File: src/rtl/cpu_pkg.sv
// cpu_pkg: shared constants for the ID/EX pipeline register slice.
// Holds the control-bundle layout, ALU-op encodings, data-bundle field
// offsets and the hard-wired zero register index.
package cpu_pkg;

  // Control bundle {RegDs,Branch,MRead,MtoR,AOp[2:0],MWrite,ALUsrc,Urw}
  localparam int CTRL_W     = 10;
  localparam int C_REGDS    = 9;
  localparam int C_BRANCH   = 8;
  localparam int C_MREAD    = 7;
  localparam int C_MTOR     = 6;
  localparam int C_AOP_MSB  = 5;
  localparam int C_AOP_LSB  = 3;
  localparam int C_MWRITE   = 2;
  localparam int C_ALUSRC   = 1;
  localparam int C_URW      = 0;

  // ALU-op encodings carried in the AOp field
  localparam logic [2:0] AOP_BEQ  = 3'b001;
  localparam logic [2:0] AOP_R    = 3'b010;
  localparam logic [2:0] AOP_MEM  = 3'b011;  // LW / SW / ADDI
  localparam logic [2:0] AOP_SLTI = 3'b100;
  localparam logic [2:0] AOP_ANDI = 3'b101;
  localparam logic [2:0] AOP_ORI  = 3'b110;

  typedef struct packed {
    logic       regds;
    logic       branch;
    logic       mread;
    logic       mtor;
    logic [2:0] aop;
    logic       mwrite;
    logic       alusrc;
    logic       urw;
  } ctrl_t;

  // Data bundle {pc4,rd1,rd2,imm,rs,rt,rd}; register indices sit at the bottom
  localparam int REG_W   = 5;
  localparam int RD_LSB  = 0;
  localparam int RT_LSB  = 5;
  localparam int RS_LSB  = 10;
  localparam int IMM_LSB = 15;

  localparam logic [REG_W-1:0] REG_ZERO = 5'd0;

  // Word-field offsets scale with the datapath width
  function automatic int rd2_lsb(input int dw);
    return IMM_LSB + dw;
  endfunction

  function automatic int rd1_lsb(input int dw);
    return IMM_LSB + 2 * dw;
  endfunction

  function automatic int pc4_lsb(input int dw);
    return IMM_LSB + 3 * dw;
  endfunction

endpackage

File: src/rtl/load_use_detect.sv
// load_use_detect: combinational load-use hazard check between EX and ID.
// Ports: ex_valid_i/ex_mread_i/ex_rt_i describe the EX slot; id_valid_i,
// id_rs_i, id_rt_i describe the ID slot; flush_i squashes; stall_o result.
module load_use_detect
  import cpu_pkg::*;
(
  input  logic             ex_valid_i,
  input  logic             ex_mread_i,
  input  logic [REG_W-1:0] ex_rt_i,
  input  logic             id_valid_i,
  input  logic [REG_W-1:0] id_rs_i,
  input  logic [REG_W-1:0] id_rt_i,
  input  logic             flush_i,
  output logic             stall_o
);

  logic rt_nonzero;
  logic src_match;

  assign rt_nonzero = (ex_rt_i != REG_ZERO);
  // rt is compared for every opcode; a spurious stall for SW/BEQ/I-type
  // costs one cycle but never corrupts state.
  assign src_match  = (ex_rt_i == id_rs_i) || (ex_rt_i == id_rt_i);

  assign stall_o = ex_valid_i & ex_mread_i & id_valid_i & ~flush_i &
                   rt_nonzero & src_match;

endmodule

File: src/rtl/id_ex_stage.sv
// id_ex_stage: ID/EX pipeline register with bubble insertion and an
// optional load-use hazard detector (enabled by macro ID_EX_HAZARD_EN).
// Ports: clk, rst_n (async active-low); id_valid_i/ctrl_i/data_i from ID;
// flush_i squash; ex_valid_o/ctrl_o/data_o to EX; stall_o holds PC and
// IF/ID; stall_cnt_o counts inserted load-use bubbles (saturating).
module id_ex_stage
  import cpu_pkg::*;
#(
  parameter int DW    = 32,
  parameter int CNT_W = 16
) (
  input  logic              clk,
  input  logic              rst_n,
  input  logic              id_valid_i,
  input  logic [CTRL_W-1:0] ctrl_i,
  input  logic [4*DW+14:0]  data_i,
  input  logic              flush_i,
  output logic              ex_valid_o,
  output logic [CTRL_W-1:0] ctrl_o,
  output logic [4*DW+14:0]  data_o,
  output logic              stall_o,
  output logic [CNT_W-1:0]  stall_cnt_o
);

  logic             ex_valid_q, ex_valid_d;
  ctrl_t            ctrl_q, ctrl_d;
  logic [4*DW+14:0] data_q, data_d;
  logic             stall;

  // Flush outranks stall; either one loads a bubble and leaves the data
  // bundle untouched. ctrl_i is masked so an idle ID slot cannot leak X.
  always_comb begin
    ex_valid_d = id_valid_i;
    ctrl_d     = id_valid_i ? ctrl_t'(ctrl_i) : '0;
    data_d     = data_i;
    if (flush_i || stall) begin
      ex_valid_d = 1'b0;
      ctrl_d     = '0;
      data_d     = data_q;
    end
  end

  always_ff @(posedge clk or negedge rst_n) begin
    if (!rst_n) begin
      ex_valid_q <= 1'b0;
      ctrl_q     <= '0;
      data_q     <= '0;
    end else begin
      ex_valid_q <= ex_valid_d;
      ctrl_q     <= ctrl_d;
      data_q     <= data_d;
    end
  end

`ifdef ID_EX_HAZARD_EN
  logic [CNT_W-1:0] stall_cnt_q, stall_cnt_d;

  load_use_detect u_load_use_detect (
    .ex_valid_i (ex_valid_q),
    .ex_mread_i (ctrl_q.mread),
    .ex_rt_i    (data_q[RT_LSB +: REG_W]),
    .id_valid_i (id_valid_i),
    .id_rs_i    (data_i[RS_LSB +: REG_W]),
    .id_rt_i    (data_i[RT_LSB +: REG_W]),
    .flush_i    (flush_i),
    .stall_o    (stall)
  );

  // Saturate rather than wrap so a long run never reads back as small.
  always_comb begin
    stall_cnt_d = stall_cnt_q;
    if (stall && (stall_cnt_q != {CNT_W{1'b1}})) begin
      stall_cnt_d = stall_cnt_q + CNT_W'(1);
    end
  end

  always_ff @(posedge clk or negedge rst_n) begin
    if (!rst_n) begin
      stall_cnt_q <= '0;
    end else begin
      stall_cnt_q <= stall_cnt_d;
    end
  end

  assign stall_cnt_o = stall_cnt_q;
`else
  assign stall       = 1'b0;
  assign stall_cnt_o = '0;
`endif

  assign ex_valid_o = ex_valid_q;
  assign ctrl_o     = ctrl_q;
  assign data_o     = data_q;
  assign stall_o    = stall;

endmodule

File: config.mk
export PLATFORM = sky130hd
export DESIGN_NAME = id_ex_stage
export DESIGN_NICKNAME = d
export VERILOG_FILES = /design/src/rtl/cpu_pkg.sv /design/src/rtl/load_use_detect.sv /design/src/rtl/id_ex_stage.sv
export SDC_FILE = /design/constraint.sdc
export NUM_CORES = 1
export LEC_CHECK = 0
export ABC_AREA = 1
export CAP_MARGIN = 10
export CORE_AREA = 2 2 129 131
export CTS_CLUSTER_DIAMETER = 150
export CTS_CLUSTER_SIZE = 16
export DETAILED_ROUTE_END_ITERATION = 7
export DIE_AREA = 0 0 131 133
export HOLD_SLACK_MARGIN = 0.03
export PLACE_DENSITY = 0.77
export SLEW_MARGIN = 20
export SYNTH_ARGS = -nofsm -noshare
export SYNTH_HDL_FRONTEND = slang
export SYNTH_SLANG_ARGS = --single-unit
export TNS_END_PERCENT = 20
File: constraint.sdc
create_clock -name clk -period 1.7 [get_ports clk]
set_input_delay 0.51 -clock clk [delete_from_list [all_inputs] [get_ports clk]]
set_output_delay 0.51 -clock clk [all_outputs]
set_load 0.02 [all_outputs]
==> flow_metrics.tcl, run 1 <==
set metrics [dict create \
    synth_compound_area_share_pct 0 \
    worstPathCellList "dlygate4sd2_1" \
    sw_frac_of_total_pct 29.0 \
    setup_viol 0 \
    status "completed" \
    slowest_stage "dfrtp_1" \
    max-vdd-ir-drop_uv 598 \
    ys_types 10 \
    synthAdderAreaFrac_pct 0 \
    fin_skew_ns 0 \
    num-fill-cells 1428 \
    routed_wl_mm 17.9 \
    grt_pass1_vias 5335 \
    start_util_pct 36.4 \
    postRouteAntennaNets 0 \
    p_int_uw 6650 \
    coreArea_mm2 0.0162 \
    cts-buffers-inserted 17 \
    route.detailed.drc 0 \
    dp_hpwl_mm 13.1 \
    clock-root-buffer "clkbuf_16" \
    grt_max_degree 69 \
    multi_input_area_mm2 0.00175 \
    synth_cells 657 \
    ys_warn_count 0 \
    regArea_mm2 0.00385 \
    clock-sinks 154 \
    synth-seq-area-share_pct 65.5 \
    grt_util_all_layers_pct 20.9 \
    end_kind "output port" \
    p_comb_share_pct 19.3 \
    dieWidth_um 131 \
    vias 5261 \
    wl_per_cell_um 14.8 \
    hp-class "flop to flop" \
    clk_latency_ns 0.41 \
    startpoint_type "flop" \
    drt_iter0_drc 235 \
    cts_buffer_depth 2 \
    synth_area_mm2 0.00589 \
    leakage_uw 0.00514 \
    p_clk_share_pct 36.6 \
    io_pins 328 \
    cts_tree "yes" \
    critical_path_peak_fanout 2 \
    critPathKind "flop to output port" \
    nets 1130 \
    final_common_cell "nand2_1" \
    diodes 0 \
    syn_to_final_growth_pct 62.8 \
    max_stage_delay_ns 0.40 \
    min_period_ns 1.65 \
    grt_antenna_before_repair 0 \
    clkSlewWorstSetupHoldPaths_ns 0.07 \
    rsz0062_at_grt "no" \
    finalInstanceArea_mm2 0.00958 \
    grt_remaining_overflow 0 \
    grt_pass1_wl_mm 27.9 \
    fp.dieH_um 133 \
    timing.final.crit_share_pct 97.3 \
    synth_top_family_by_area "simple AND/OR/NAND/NOR gates" \
    critPathRequiredTime_ns 1.19 \
    maxSlewViolCount 0 \
    muxShareOfSynthArea_pct 0 \
    max_cap_viol_count 0 \
    p_switching_uw 2720 \
    p_per_area_mw_per_mm2 978 \
    io_buffer_count 310 \
    syn_area_per_cell_um2 8.96 \
    drive_gt1_share_pct 5.27 \
    crit_buf_inv 1 \
    synth-simple-area-share_pct 28.7 \
    place.gp.congestion 0.772 \
    ys_ff_latch 154 \
    max_freq_mhz 604 \
    fp-row-count 47 \
    cts.htree.levels 4 \
    tns_ns 0 \
    crit_arrival_ns 1.14 \
    final_cell_mix "nand2_1, dfrtp_1, clkdlybuf4s50_1, dlygate4sd2_1" \
    synth_xor_area_share_pct 0 \
    hold_violations 0 \
    drtPass1Iterations 4 \
    placed_area_mm2 0.00923 \
    via_per_inst 4.36 \
    critPathTopFamily "flip-flops" \
    finalPower_uw 9370 \
    power.share.sequential_pct 44.1 \
    die-area_mm2 0.0174 \
]
## worst register-to-register path, cell delays in order, from the launching register on
cell,delay (ns)
dfrtp_1,0.38
nand2_1,0.08
nand2_1,0.07
## Yosys cell counts
cell type	number	area share, %
buf_2	16	1.4
buf_4	19	2.4
buf_6	7	1.3
clkbuf_1	8	0.51
conb_1	1	0.064
dfrtp_1	154	65
inv_1	1	0.064
inv_2	1	0.064
nand2_1	439	28
nor2_1	11	0.70
## layout make-up
class                   instances  area share [%]
inverters                       2           0.104
repair buffers                331            33.0
multi-input cells             467            18.3
clock buffers                  20            4.56
clock inverters                12           0.940
flip-flops and latches        154            40.2
well taps                     220            2.87
## path summary, 6_finish.rpt
| path | startpoint | to | slack, ns | cells after the start |
|---|---|---|---|---|
| worst min-delay path | data_o[127] | data_o[127] | 0.47 | 2 |
| max in group asynchronous | rst_n | data_o[77] | 0.55 | 3 |
| min in group asynchronous | rst_n | data_o[141] | 0.60 | 2 |
| worst min register to register | data_o[127] | data_o[127] | 0.47 | 2 |
| worst max register to register | data_o[58] | data_o[58] | 1.05 | 2 |
| worst max-delay path | data_o[37] | data_o[37] | 0.05 | 1 |
## through the flow
step,cells,hold WS [ns],utilization [%],setup WS (ns)
floorplan,673,0.214,-,0.582
global placement,1173,0.461,57.1,0.193
detailed placement,1173,0.464,57.1,0.193
CTS,1206,0.476,59.2,0.0173
global route,1206,0.493,59.3,0.00345
finish,1206,0.470,59.3,0.0455
## routing by layer
metal	vias to the layer above	routed length, um	track usage, %
met3	23	2030	9.26
met5	-	0	0
met2	234	8520	33.9
li1	2562	-	-
met4	0	330	7.57
met1	2442	6980	24.3
## cell families after synthesis
kind of cell	count (synthesis)
buffers and inverters	52
DFF	154
other	1
and+or+nand+nor	450
## timing repair
item / in CTS / in global routing
buffers inserted: 0 / 0
resized for setup: 155 / 5
endpoints found under the setup margin: 154 / 5
hold endpoints to repair: 16 / 0
hold buffers: 1 / 0
## state kept, by name, indices dropped and copies added, names as in the netlist
register / cells
data_o: 143
ctrl_o: 10
ex_valid_o: 1
## power groups by stage
stage | Combinational [uW] | Sequential [uW] | Clock (uW)
global placement | 2030 | 4190 | 0
global route | 1980 | 4170 | 3670
detailed placement | 2060 | 4200 | 0
CTS | 1840 | 4130 | 3520
floorplan | 444 | 4590 | 0
finish | 1810 | 4130 | 3430
No activity file was read; power rests on OpenSTA's default activity.
==> run 2: changes to the inputs <==
Settings changed: CORE_AREA 2 2 129 131 to 2 2 128 130, CTS_BUF_LIST set to sky130_fd_sc_hd__clkbuf_8, DIE_AREA 0 0 131 133 to 0 0 130 132, PLACE_DENSITY 0.77 to 0.78.
Clock period 1.7 ns to 2.15 ns, I/O delays scaled along.
==> run 2 against run 1 <==
Register-to-register slack improved by 0.46 ns. Global-route usage fell by 1.5 points. Worst hold slack got worse by 0.35 ns. Sequential power fell by 21%. Core utilization rose by 1.5 points. Via count fell by 1.6%. Flip-flop and latch count did not move. Design area fell by 0.33%. Sequential share of layout area rose by 0.13 points. Power fell by 25%. Worst setup slack improved by 0.0092 ns. Combinational power fell by 13%. Largest cell class unchanged.
==> flow_metrics.tcl, run 2 (synthesized netlist as in run 1, its figures left out) <==
set metrics [dict create \
    dp_hpwl_mm 12.1 \
    busiest_layer "met2" \
    vias 5176 \
    cts.htree.levels 4 \
    fin_skew_ns 0 \
    place_inst 1156 \
    crit_arrival_ns 1.45 \
    diodes 0 \
    finalPower_uw 7040 \
    max_stage_delay_ns 0.64 \
    grt_use_met3_pct 8.48 \
    max_freq_mhz 477 \
    max-vdd-ir-drop_uv 333 \
    cts_buffer_depth 2 \
    startpoint_type "flop" \
    place.gp.congestion 0.785 \
    route.detailed.drc 0 \
    grt_util_all_layers_pct 19.4 \
    final_cells 1188 \
    tns_ns 0 \
    whs_ns 0.118 \
    p_per_area_mw_per_mm2 737 \
    rrSetupSlack_ns 1.51 \
    routed_wl_mm 16.9 \
    slowest_stage "clkdlybuf4s50_1" \
    regToRegStartpoint "data_o[96]" \
    regArea_mm2 0.00385 \
    grt_pass1_vias 5195 \
    timing.final.crit_share_pct 97.5 \
    critPathTopFamily "buffers and inverters" \
    grt_pass1_wl_mm 26.0 \
    setup_viol 0 \
    drive_gt1_share_pct 4.12 \
    drtPass1Iterations 4 \
    critical_path_peak_fanout 2 \
    postRouteAntennaNets 0 \
    cts_hold_buf 0 \
    fp-row-count 46 \
    fin_util_pct 60.8 \
    worstPathCellList "clkdlybuf4s50_1" \
    nets 1116 \
    coreArea_mm2 0.0157 \
    clock-sinks 154 \
    grt_antenna_before_repair 0 \
    max_cap_viol_count 0 \
    min_period_ns 2.10 \
    status "completed" \
    wl_per_cell_um 14.2 \
    critPathRequiredTime_ns 1.50 \
    cts-buffers-inserted 17 \
    grt_remaining_overflow 0 \
    fp.dieH_um 132 \
    hold_violations 0 \
    drt_iter0_drc 208 \
    clkSlewWorstSetupHoldPaths_ns 0.09 \
    num-fill-cells 1321 \
    gr-usage-met1_pct 22.5 \
    leakage_uw 0.00482 \
    io_pins 328 \
    cts_setup_buffers 0 \
    maxSlewViolCount 0 \
    via_per_inst 4.36 \
    post_cts_resized 0 \
    grtUsageMet2_pct 31.5 \
    multi_input_area_mm2 0.00175 \
    dieWidth_um 130 \
    ff2ff_path_depth 2 \
    die-area_mm2 0.0172 \
    largest_register_ffs 143 \
    end_kind "output port" \
    clk_latency_ns 0.44 \
    hp-class "input port to async pin" \
    final_cell_mix "nand2_1, clkdlybuf4s50_1, dfrtp_1, clkbuf_8, conb_1" \
    clock-root-buffer "clkbuf_8" \
    critPathKind "flop to output port" \
    grt_max_degree 93 \
    crit_buf_inv 1 \
    regToRegEndpoint "data_o[96]" \
    final_common_cell "nand2_1" \
    io_buffer_count 310 \
    syn_to_final_growth_pct 62.3 \
    start_util_pct 37.5 \
    cts_tree "yes" \
]
-- run 2: routing by layer --
metal / wire, um / up-vias
li1: - / 2535
met2: 7910 / 231
met3: 1810 / 27
met1: 6760 / 2383
met4: 383 / 0
met5: 0 / -
-- run 2: power by group --
part           internal [uW]  switching [uW]
registers               3140             127
clock network           1120            1080
logic                    787             792
-- run 2: metrics by stage --
stage | cell area [um2] | setup slack, ns
floorplan | 5950 | 0.897
global route | 9550 | -0.00916
finish | 9550 | 0.0546
global placement | 9130 | 0.529
CTS | 9530 | 0.0177
detailed placement | 9130 | 0.496
-- run 2: area by class of cell --
| cell class | count | share of cell area (%) |
|---|---|---|
| sequential | 154 | 40.3 |
| tap | 216 | 2.83 |
| inverter | 2 | 0.105 |
| timing repair buffer | 317 | 34.2 |
| clock inverter | 12 | 1.28 |
| clock buffer | 20 | 2.88 |
| multi-input combinational | 467 | 18.4 |
-- run 2: how the worst max path moves through the flow --
| stage | start | endpoint | cells past startpoint | slack [ns] |
|---|---|---|---|---|
| 2_1_floorplan | flush_i | data_o[100] | 5 | 0.90 |
| 3_3_place_gp | data_o[2] | data_o[2] | 1 | 0.53 |
| 3_5_place_dp | id_valid_i | ctrl_o[1] | 3 | 0.50 |
| 4_1_cts | data_o[39] | data_o[39] | 1 | 0.02 |
| 5_1_grt | data_o[123] | data_o[123] | 1 | -0.009 |
| 6_report | data_o[123] | data_o[123] | 1 | 0.05 |
==> patch 1 (config.mk and constraints of run 2) <==
Take the reset off `data_q` and load it in a clocked block of its own.
--- a/src/rtl/id_ex_stage.sv
+++ b/src/rtl/id_ex_stage.sv
@@ -46,3 +46,2 @@
       ctrl_q     <= '0;
-      data_q     <= '0;
     end else begin
@@ -50,4 +49,7 @@
       ctrl_q     <= ctrl_d;
-      data_q     <= data_d;
     end
+  end
+
+  always_ff @(posedge clk) begin
+    data_q <= data_d;
   end
Behaviour: not the same (a bounded check fails within 4 cycles, from zero or initial values and one cycle with rst_n low).
==> patch 1 against run 2 <==
  * Area after synthesis fell by 18%
  * Critical endpoint is now data_o[115]
  * Sequential share of layout area rose by 13 points
  * Cell area fell by 9.8%
  * Largest power group unchanged
  * Highest routed layer is now met5
  * Worst setup slack improved by 0.038 ns
  * Largest cell class unchanged
  * Critical path depth did not move
  * Sequential cell count did not move
  * Worst hold slack improved by 0.42 ns
  * Maximum frequency rose by 1.9%
  * Core utilization fell by 6.0 points
  * Routed wire length fell by 25%
  * Total power rose by 1.5%
==> patch 1: results (changes against run 2) <==
status complete, no violations; part of the cycle the worst path needs 95.67% (-1.8 points); most instantiated cells after synthesis edfxtp_1 (143), buf_4 (17), dfrtp_1 (11); DP Area 8167 µm² (-11%); largest net degree at the start of global routing 74 (-20%); worst-path maximum fanout 1 (-1); Post CTS Setup Buffer Count 0 (unchanged); max reg flops 143 (unchanged); pre-CTS WS 0.1637 ns (-0.3324 ns); ys async rst share 7.143% (-93 points); Final Max Tran Viols 0 (unchanged); VDD IR max 530.9 µV (+59%); placer congestion estimate 0.7143 (-9.0%); vias in the first global route 3287 (-37%); first-pass GRT wire length 18370 µm (-29%); initial drt markers 151 (-27%); Ys Warns 0 (unchanged); leakage 0.003094 µW (-36%); Post-synth EDFFs 143 (+143); NumNets Final 683 (-39%); crit path DAT 1.41 ns (-0.04 ns); Distinct cells, synth 11 (+1); Vias/cell 4.024 (-7.6%); sequential area share after synthesis 94.51% (+29 points); initial antenna violation count 1 (+1); layout cells sized above 1 8.163% (+4.0 points); dominant synthesized flop cell edfxtp_1; Fin Hold WS 0.5407 ns (+0.4229 ns); HP Class primary input to async pin; DRT Wirelength 12720 µm (-25%); dpl hpwl 9682 µm (-20%); worst setup path startpoint data_o[115]$_DFFE_PN_; GRT Util Overall 14.74% (-4.7 points); CTS resizes 0 (unchanged); ranking of synthesized cells by area edfxtp_1 (89%), dfrtp_1 (5.7%), buf_4 (2.6%)
[patch 1: changes by cell type in the layout (fill, tap and decap cells not counted), moves of 3 or more]
| cell | before | now |
|---|---|---|
| clkbuf_8 | 20 | 17 |
| buf_12 | 7 | 2 |
| clkinv_2 | 3 | 0 |
| inv_6 | 1 | 4 |
| nor2_1 | 11 | 3 |
| nor2_2 | 0 | 8 |
| dfrtp_1 | 154 | 11 |
| nand2_1 | 439 | 9 |
| dlymetal6s2s_1 | 10 | 0 |
| clkdlybuf4s50_1 | 298 | 310 |
| edfxtp_1 | 0 | 143 |
[patch 1: area by class of cell]
cell class | count | area [µm²]
Clock buffer | 17 | 234.0
Clock inverter | 15 | 211.5
Fill cell | 1234 | 7101
Inverter | 2 | 11.26
Multi-Input combinational cell | 38 | 165.2
Sequential cell | 154 | 4569
Tap cell | 216 | 270.3
Timing Repair Buffer | 313 | 3151
[patch 1: final timing paths]
| path | to | cells past startpoint |
|---|---|---|
| max | data_o[115] | 1 |
| min | ctrl_o[1]$_DFF_PN0_ | 1 |
| max in group asynchronous | ctrl_o[8]$_DFF_PN0_ | 1 |
| min in group clk | ctrl_o[5]$_DFF_PN0_ | 3 |
[patch 1: kinds of logic (layout without fill, tap and decap cells)]
logic type / count (synthesis) / count (layout) / share of synthesized area (%)
DFF: 154 / 154 / 94.51
and+or+nand+nor: 21 / 21 / 2.096
buffers and inverters: 21 / 347 / 3.313
other: 1 / 17 / 0.07757
[patch 1: report_power, final]
group	internal, µW	switching [µW]
registers	3520	62.2
clock network	1290	1140
logic	614	518
total	5430	1720
[patch 1: metal layers]
metal	part of all wire, %	GRT usage [%]
met5	0.094	0
met4	2.2	6.511
met3	12	8.076
met2	52	25.65
met1	33	14.13
[patch 1: through the flow]
step,cells,utilization [%]
after floorplan,213,-
after global placement,723,51.97
after detailed placement,723,51.97
after CTS,755,54.81
after global routing,755,54.81
final,755,54.81
==> patch 2 (settings of run 2) <==
Without the edit above. Build with the macro `ID_EX_HAZARD_EN` defined.
--- a/src/rtl/id_ex_stage.sv
+++ b/src/rtl/id_ex_stage.sv
@@ -5,2 +5,4 @@
 // IF/ID; stall_cnt_o counts inserted load-use bubbles (saturating).
+`define ID_EX_HAZARD_EN
+
 module id_ex_stage
Behaviour: not the same (a bounded check fails within 4 cycles, from zero or initial values and one cycle with rst_n low).
==> patch 2 against run 2 <==
  * Die area stayed put
  * Worst setup slack worse by 0.20 ns
  * Sequential power is 9.8% higher
  * Largest cell class unchanged
  * Synthesized cell count is 31% higher
  * Count of clock-buffer cells in the layout is 1 lower
  * Cell area is 19% higher
  * Critical path depth is 7 higher
  * The run now ends with setup timing left
  * Highest routed layer unchanged
  * Routed wire length is 38% higher
  * Sequential cell count is 16 higher
  * Total power is 7.3% higher
  * Register-to-register slack worse by 1.5 ns
  * Area after synthesis is 23% higher
  * Critical endpoint is now stall_o
  * Non-clock buffer count is 45 higher
==> patch 2: results (changes against run 2) <==
Pint 5458 µW (+8.2%); metal2 WL 11530 µm (+46%); Distinct cells, synth 20 (+10); DR WL met3 1765 µm (-2.4%); Critical R2R Capture data_o[34]$_DFFE_PN0N_; NumNets Final 1345 (+21%); DRT Wirelength 23310 µm (+38%); R2R setup slack 0.04 ns (-1.47 ns); vias in the first global route 6919 (+33%); ranking of synthesized cells by area dfrtp_1 (59%), nand2_1 (20%), nand3_1 (10%); crit path max-delay cell type dfrtp_2; Fin Hold WS 0.1069 ns (-0.01101 ns); most instantiated cells after synthesis nand2_1 (384), dfrtp_1 (170), nand3_1 (151); grt met1 use 32.34% (+9.9 points); status complete, but fails checks; filler instances 1248 (-5.5%); GR Util met3 9.497% (+1.0 points); crit path DAT 1.65 ns (+0.20 ns); # setup viols final 1 (+1); pre-CTS WS -0.8318 ns (-1.328 ns); CTS resizes 59 (+59); met2 usage 44.24% (+13 points); Worst R2R Path Depth 11 (+9); Seq pwr share 47.6% (+1.2 points); cells after synthesis 858 (+31%); worst setup path startpoint data_o[5]$_DFFE_PN0N_; dpl hpwl 16870 µm (+39%); layout cells sized above 1 6.516% (+2.4 points); port bufs 327 (+5.5%); CP peak stage delay 0.46 ns (-0.18 ns); clk_skew 0.01250 ns (+0.01250 ns); worst setup path endpoint stall_o; post-route setup slack -0.1412 ns (-0.1958 ns); DP Area 10920 µm² (+20%); sequential area share after synthesis 58.78% (-6.7 points); failing checks setup timing; worst-path maximum fanout 7 (+5); placer congestion estimate 0.9226 (+18%); leakage 0.005832 µW (+21%); Post CTS Setup Buffer Count 1 (+1); largest net degree at the start of global routing 99 (+6.5%); Final Non-Filler Cells 1413 (+19%); Vias 6967 (+35%); setup TNS -0.1412 ns (-0.1412 ns)
## patch 2: changes by cell type after synthesis, sizes merged, moves of 2 or more
| cell | change |
|---|---|
| o21ai | +4 |
| nor2 | +24 |
| dfrtp | +16 |
| nand2 | -52 |
| nand4 | +22 |
| clkbuf | +9 |
| inv | +23 |
| buf | -7 |
| xor2 | +2 |
| nand3 | +151 |
| xnor2 | +7 |
## patch 2: area by class of cell
cell class	count	area, µm²	area share, %
clock buffer	19	261.5	2.303
inverter	26	100.1	0.8816
multi-input combinational	610	2621	23.09
tap	216	270.3	2.380
clock inverter	10	128.9	1.135
timing repair buffer	362	3715	32.72
sequential	170	4257	37.49
## patch 2: cells by family (layout without fill, tap and decap cells)
kind of cell,Yosys count,in the layout,synth area share (%)
AND/OR/NAND/NOR,596,596,34.54
flip-flops,170,170,58.78
buffers and inverters,78,417,5.135
XOR/XNOR,9,9,1.089
AO/OA/AOI/OAI,4,4,0.2766
adder cells (fa/ha/maj),1,1,0.1729
